$ cat src/rtl/tlb_inv_walker_pkg.sv
// Shared CPU definitions used by the TLB, decode and the INVTLB walker:
// INVTLB op codes, default TLB depth, page-size encodings and walker states.
package tlb_inv_walker_pkg;

  localparam int TLBNUM_DEF = 16;

  localparam logic [4:0] INV_ALL0       = 5'd0;
  localparam logic [4:0] INV_ALL1       = 5'd1;
  localparam logic [4:0] INV_G          = 5'd2;
  localparam logic [4:0] INV_NG         = 5'd3;
  localparam logic [4:0] INV_NG_ASID    = 5'd4;
  localparam logic [4:0] INV_NG_ASID_VA = 5'd5;
  localparam logic [4:0] INV_GASID_VA   = 5'd6;
  localparam logic [4:0] INV_OP_MAX     = INV_GASID_VA;

  localparam logic [5:0] PS_4K = 6'd12;
  localparam logic [5:0] PS_4M = 6'd21;

  typedef enum logic [1:0] {
    ST_IDLE,
    ST_WALK,
    ST_DONE
  } walk_state_e;

  function automatic logic inv_op_legal(input logic [4:0] op);
    return op <= INV_OP_MAX;
  endfunction

endpackage

$ cat src/rtl/tlb_inv_match.sv
// Combinational INVTLB predicate: decides whether the TLB entry currently
// presented on the read port must have its E bit cleared for the given op.
module tlb_inv_match
  import tlb_inv_walker_pkg::*;
(
  input  logic [4:0]  op,
  input  logic [9:0]  asid,
  input  logic [18:0] vppn,
  input  logic        rd_e,
  input  logic        rd_g,
  input  logic [9:0]  rd_asid,
  input  logic [18:0] rd_vppn,
  input  logic [5:0]  rd_ps,
  output logic        hit
);

  logic asid_eq;
  logic va_match;
  logic pred;

  assign asid_eq = (rd_asid == asid);

  // A 4MB page only compares VA[31:22]; unknown page sizes never match.
  always_comb begin
    va_match = 1'b0;
    if (rd_ps == PS_4K)      va_match = (rd_vppn == vppn);
    else if (rd_ps == PS_4M) va_match = (rd_vppn[18:9] == vppn[18:9]);
  end

  always_comb begin
    pred = 1'b0;
    case (op)
      INV_ALL0, INV_ALL1: pred = 1'b1;
      INV_G:              pred = rd_g;
      INV_NG:             pred = !rd_g;
      INV_NG_ASID:        pred = !rd_g && asid_eq;
      INV_NG_ASID_VA:     pred = !rd_g && asid_eq && va_match;
      INV_GASID_VA:       pred = (rd_g || asid_eq) && va_match;
      default:            pred = 1'b0;
    endcase
  end

  assign hit = rd_e && pred;

endmodule

$ cat src/rtl/tlb_inv_walker.sv
// INVTLB walker: captures an INVTLB request, sweeps every TLB index once
// through the read port and clears E on entries matching the op predicate.
module tlb_inv_walker
  import tlb_inv_walker_pkg::*;
#(
  parameter int TLBNUM = TLBNUM_DEF
) (
  input  logic                      clk,
  input  logic                      resetn,
  input  logic                      req_valid,
  output logic                      req_ready,
  input  logic [4:0]                req_op,
  input  logic [9:0]                req_asid,
  input  logic [31:0]               req_va,
  input  logic                      cancel,
  output logic                      busy,
  output logic                      done,
  output logic                      err,
  output logic [$clog2(TLBNUM)-1:0] rd_idx,
  input  logic                      rd_e,
  input  logic                      rd_g,
  input  logic [9:0]                rd_asid,
  input  logic [18:0]               rd_vppn,
  input  logic [5:0]                rd_ps,
  output logic                      clr_we,
  output logic [$clog2(TLBNUM)-1:0] clr_idx
);

  localparam int IDXW = $clog2(TLBNUM);
  localparam logic [IDXW-1:0] LAST_IDX = IDXW'(TLBNUM - 1);

  walk_state_e     state_q, state_d;
  logic [IDXW-1:0] cnt_q, cnt_d;
  logic [4:0]      op_q, op_d;
  logic [9:0]      asid_q, asid_d;
  logic [18:0]     vppn_q, vppn_d;
  // Holds req_ready low until the first edge after reset release.
  logic            init_q;
  logic            hit;
  logic            unused_va_lo;

  assign unused_va_lo = ^req_va[12:0];

  tlb_inv_match u_match (
    .op      (op_q),
    .asid    (asid_q),
    .vppn    (vppn_q),
    .rd_e    (rd_e),
    .rd_g    (rd_g),
    .rd_asid (rd_asid),
    .rd_vppn (rd_vppn),
    .rd_ps   (rd_ps),
    .hit     (hit)
  );

  always_ff @(posedge clk or negedge resetn) begin
    if (!resetn) begin
      state_q <= ST_IDLE;
      cnt_q   <= '0;
      op_q    <= '0;
      asid_q  <= '0;
      vppn_q  <= '0;
      init_q  <= 1'b0;
    end else begin
      state_q <= state_d;
      cnt_q   <= cnt_d;
      op_q    <= op_d;
      asid_q  <= asid_d;
      vppn_q  <= vppn_d;
      init_q  <= 1'b1;
    end
  end

  always_comb begin
    state_d   = state_q;
    cnt_d     = cnt_q;
    op_d      = op_q;
    asid_d    = asid_q;
    vppn_d    = vppn_q;
    req_ready = 1'b0;
    busy      = 1'b0;
    done      = 1'b0;
    err       = 1'b0;
    clr_we    = 1'b0;
    clr_idx   = '0;
    rd_idx    = '0;
    case (state_q)
      ST_IDLE: begin
        req_ready = init_q;
        if (req_valid && init_q) begin
          op_d    = req_op;
          asid_d  = req_asid;
          vppn_d  = req_va[31:13];
          cnt_d   = '0;
          state_d = inv_op_legal(req_op) ? ST_WALK : ST_DONE;
        end
      end
      ST_WALK: begin
        busy   = 1'b1;
        rd_idx = cnt_q;
        if (cancel) begin
          cnt_d   = '0;
          state_d = ST_IDLE;
        end else begin
          clr_we  = hit;
          clr_idx = hit ? cnt_q : '0;
          cnt_d   = cnt_q + IDXW'(1);
          if (cnt_q == LAST_IDX) state_d = ST_DONE;
        end
      end
      ST_DONE: begin
        busy    = 1'b1;
        cnt_d   = '0;
        state_d = ST_IDLE;
        if (!cancel) begin
          done = 1'b1;
          err  = !inv_op_legal(op_q);
        end
      end
      default: state_d = ST_IDLE;
    endcase
  end

endmodule

$ cat config.mk
export PLATFORM = sky130hd
export DESIGN_NAME = tlb_inv_walker
export DESIGN_NICKNAME = d
export VERILOG_FILES = /design/src/rtl/tlb_inv_walker_pkg.sv /design/src/rtl/tlb_inv_match.sv /design/src/rtl/tlb_inv_walker.sv
export SDC_FILE = /design/constraint.sdc
export NUM_CORES = 1
export LEC_CHECK = 0
export BUFFER_PORTS_ARGS = -buffer_cell sky130_fd_sc_hd__buf_2
export CAP_MARGIN = 20
export CORE_AREA = 2 2 88 90
export DETAILED_ROUTE_END_ITERATION = 10
export DIE_AREA = 0 0 90 92
export SYNTH_ARGS = -nofsm -noshare
export SYNTH_HDL_FRONTEND = slang
export SYNTH_HIERARCHICAL = 1
export SYNTH_SLANG_ARGS = --single-unit
$ cat constraint.sdc
create_clock -name clk -period 2.1 [get_ports clk]
set_input_delay 0.105 -clock clk [delete_from_list [all_inputs] [get_ports clk]]
set_output_delay 0.105 -clock clk [all_outputs]
set_load 0.01 [all_outputs]
==> results.md <==
- Worst hold slack: 40.3 ps
- Largest net degree at the start of global routing: 21
- Grt ovf: 0
- WL final: 5150 µm
- Max Slew Vio Count: 0
- Worst-path fanout max: 5
- # Max-Cap Violations: 0
- RSZ-0062 raised after global routing: yes
- Top post-synthesis cells by area: dfrtp_1 44%, mux2_4 19%, xor2_1 6.0%
- Unique masters post-synth: 43
- IO Port Bufs: 87
- Worst r2r src: state_q[0]$_DFFE_PN0P_
- Post-synthesis mux area share: between 20% and 30%
- DRC Markers: 0
- Period minus WS final: roughly 2400 ps
- Slowest stage delay, CP: 540 ps
- Routed wl met2: 2540 µm
- Status: complete, but fails checks
- H-tree depth: 2
- Clock transition at path regs: 80 ps
- DR WL/cell: roughly 13 µm
- Clock root buffer: clkbuf_8
- Failing checks: negative setup slack
- WL met3: slightly below 300 µm
- CP Data Required Time: 2000 ps
- Final setup violation count: 5
- Clock Sinks: 41
- Vias/cell: around 4.5
- Most numerous cell in the Yosys netlist: dfrtp_1
- FMAX: 417 MHz
- Cell taking the most area after synthesis: dfrtp_1
- DRT met1 WL: approximately 2200 µm
- Total of flip-flops plus latches after synthesis: 41
- WHS Path Cells: 2
- Layout cells sized above 1: 50.9%
- GRT Total Usage: between 10 and 15%
- VDD IR-drop max: roughly 0.45 mV
- Final worst slack: -297 ps
- Adder-Cell Fraction of Synth Area: roughly 2.7%
- Fraction of synthesized cell area in xor and xnor cells: 10.8%
- Sequential share of power: 42.7%
- DP HPWL: around 4100 µm
- Final Cycle Share: 114%
- Largest family of logic cells by synthesized area: multiplexers
- Synth cell count leaders: 41 x dfrtp_1, 30 x mux2_4, 16 x xor2_1
- Core area: approximately 7400 µm²
- Int Pwr: 2.28 mW
- Clock group share of total power: between 10% and 20%
- WS Path Type: reg -> out
- PD cells: 1060 nW/µm²
- Worst Hold Launch: req_asid[1]
- First-pass GRT wire length: 8380 µm
- Synth top area share: between 40 and 50%
- Placed instance count: between 300 and 400
- Final hold vios: 0
- Crit-path cells: xor2_1 > nor4_2 > o2111ai_1 > or4_4 > a21oi_2 > buf_4 > and3_4 > buf_6
- Final Wtd Congestion: ~0.75
- Post-Synth Simple-Gate Area: 13.2%
- Max layer used: met4
- Worst Path Arrival: 2290 ps
- Top FF cell, synth: dfrtp_1
- Vias in the first global route: 1814
- Seq/Total Area, Yosys: 43.6%
- Switching Fraction: between 30 and 40%
- Final #Nets: 385
- Number of synthesized flops with an enable pin: 0
- Leakage: 1.60 nW
- Bufs on Longest Clock Path: 2
- CP startpoint kind: register
- CTS tree: yes
- Detail Route Antenna Nets: 0
- Fin cells: 395
- Die height: just over 90 µm
- Syn. warnings: 6
- Cts bufs inserted: 5
- DRT Pass-1 Iters: 4
- Clock Skews: 2.58 ps
- Synthesized area: 2350 µm²
- Post-Syn Instances: 188
- Post-synthesis async set-or-reset flop share: 100%
- Initial antenna violation count: 0
- Sw Pwr: 1.04 mW
- Starting Density: 31.6%
- CP startpoint: vppn_q[16]$_DFFE_PN0P_
- CP max-delay cell: or4_4
- Logic pwr share: 42.2%
- 1st-iter DRT viols: 25
- N_diodes: 0
- Hold Crit Class: in -> reg
- Syn Nets: ~280
- R2r worst-path depth: 6
- Die W: 90 µm
- Row count: 32
- Detailed-route via count: 1765
- Compound-Gate Fraction of Synth Area: 6.64%
- CP Capture Type: primary output
- DIE AREA: 8280 µm²
- I/O pins: 101
- Syn Area/Cell: between 10 and 15 µm²
- Tot Pwr: approximately 3.3 mW
- Synth-to-Final Area Change: 32.3%
- Clock latency on the worst-skew pair: 290 ps
area by class of cell:
class / instances / area (µm²)
fill: 751 / 4330
multi-input combinational: 141 / 1310
sequential: 41 / 1030
timing repair buffer: 101 / 562
tap: 102 / 128
clock buffer: 8 / 80.1
inverter: 2 / 7.51
logic make-up after synthesis:
family          after synthesis
buf+inv                       6
other cells                   1
fa+ha+maj                     5
simple gates                 50
xor+xnor                     29
mux                          34
flops                        41
compound gates               22
through the flow:
step | TNS (ps) | utilization (%) | setup WS (ps) | area [µm²]
CTS | -1770 | 41.5 | -365 | 3090
detailed placement | -654 | 39.9 | -142 | 2970
finish | -1400 | 41.8 | -297 | 3120
global placement | -432 | 39.9 | -92.3 | 2970
global route | -1990 | 41.8 | -406 | 3120
floorplan | 0 | - | 162 | 2350
worst max-delay path, delay by kind of cell, from the launching register on:
kind / cells / cell delay (ps)
xor gates and xnor gates: 1 / 150
AOI/OAI and AO/OA: 2 / 280
buffers and inverters: 2 / 220
and+or+nand+nor: 3 / 970
DFF: 1 / 390
per-layer routing:
| metal | GRT usage (%) | vias to the layer above |
|---|---|---|
| li1 | - | 882 |
| met1 | 15.2 | 822 |
| met2 | 22.2 | 54 |
| met3 | 3.62 | 7 |
| met4 | 4.23 | 0 |
| met5 | 0 | - |
state kept, by name, indices dropped and copies added (netlist names):
name     cells
state_q      2
cnt_q        4
op_q         5
asid_q      10
vppn_q      19
init_q       1
power by group through the flow:
stage | Sequential, mW | Clock (mW) | Combinational (mW)
floorplan | 1.37 | 0 | 1.02
global route | 1.46 | 0.552 | 1.53
finish | 1.41 | 0.502 | 1.40
CTS | 1.42 | 0.530 | 1.37
global placement | 1.42 | 0 | 1.33
detailed placement | 1.43 | 0 | 1.35
cells in the final DEF, fill, tap and decap left out, types with 2 or more instances in the layout:
master | netlist | routed
nor2b_1 | 3 | 3
nor4_2 | 1 | 2
buf_4 | 0 | 12
and2_1 | 5 | 5
buf_2 | 1 | 86
o31ai_1 | 3 | 3
inv_1 | 2 | 2
nor2_1 | 3 | 3
nand3_1 | 4 | 4
dfrtp_1 | 41 | 41
and3_1 | 7 | 6
nand4_1 | 2 | 2
mux2_2 | 4 | 4
clkbuf_1 | 0 | 3
a21oi_1 | 5 | 4
nand2b_1 | 4 | 4
nand2_1 | 5 | 5
xor2_1 | 16 | 16
a31oi_1 | 2 | 2
clkbuf_8 | 0 | 5
nor3b_1 | 3 | 3
mux2_4 | 30 | 30
ha_1 | 5 | 5
o21ai_0 | 3 | 3
xnor2_1 | 13 | 13
what timing repair did:
| action | in CTS | in global routing |
|---|---|---|
| resized for setup | 6 | 2 |
| pin swaps | 6 | 4 |
| setup endpoints to repair | 5 | 5 |
| buffers inserted | 0 | 2 |
| hold buffers | 1 | 0 |
| endpoints found under the hold margin | 41 | 0 |
final timing paths:
check / to / slack (ps)
worst max-delay path: clr_idx[0] / -300
worst min-delay path: asid_q[1]$_DFFE_PN0P_ / 40
worst max register to register: vppn_q[7]$_DFFE_PN0P_ / 320
worst min register to register: vppn_q[9]$_DFFE_PN0P_ / 530
max in group asynchronous: asid_q[0]$_DFFE_PN0P_ / 1490
min in group asynchronous: vppn_q[2]$_DFFE_PN0P_ / 150
(Power assumes the default switching activity.)
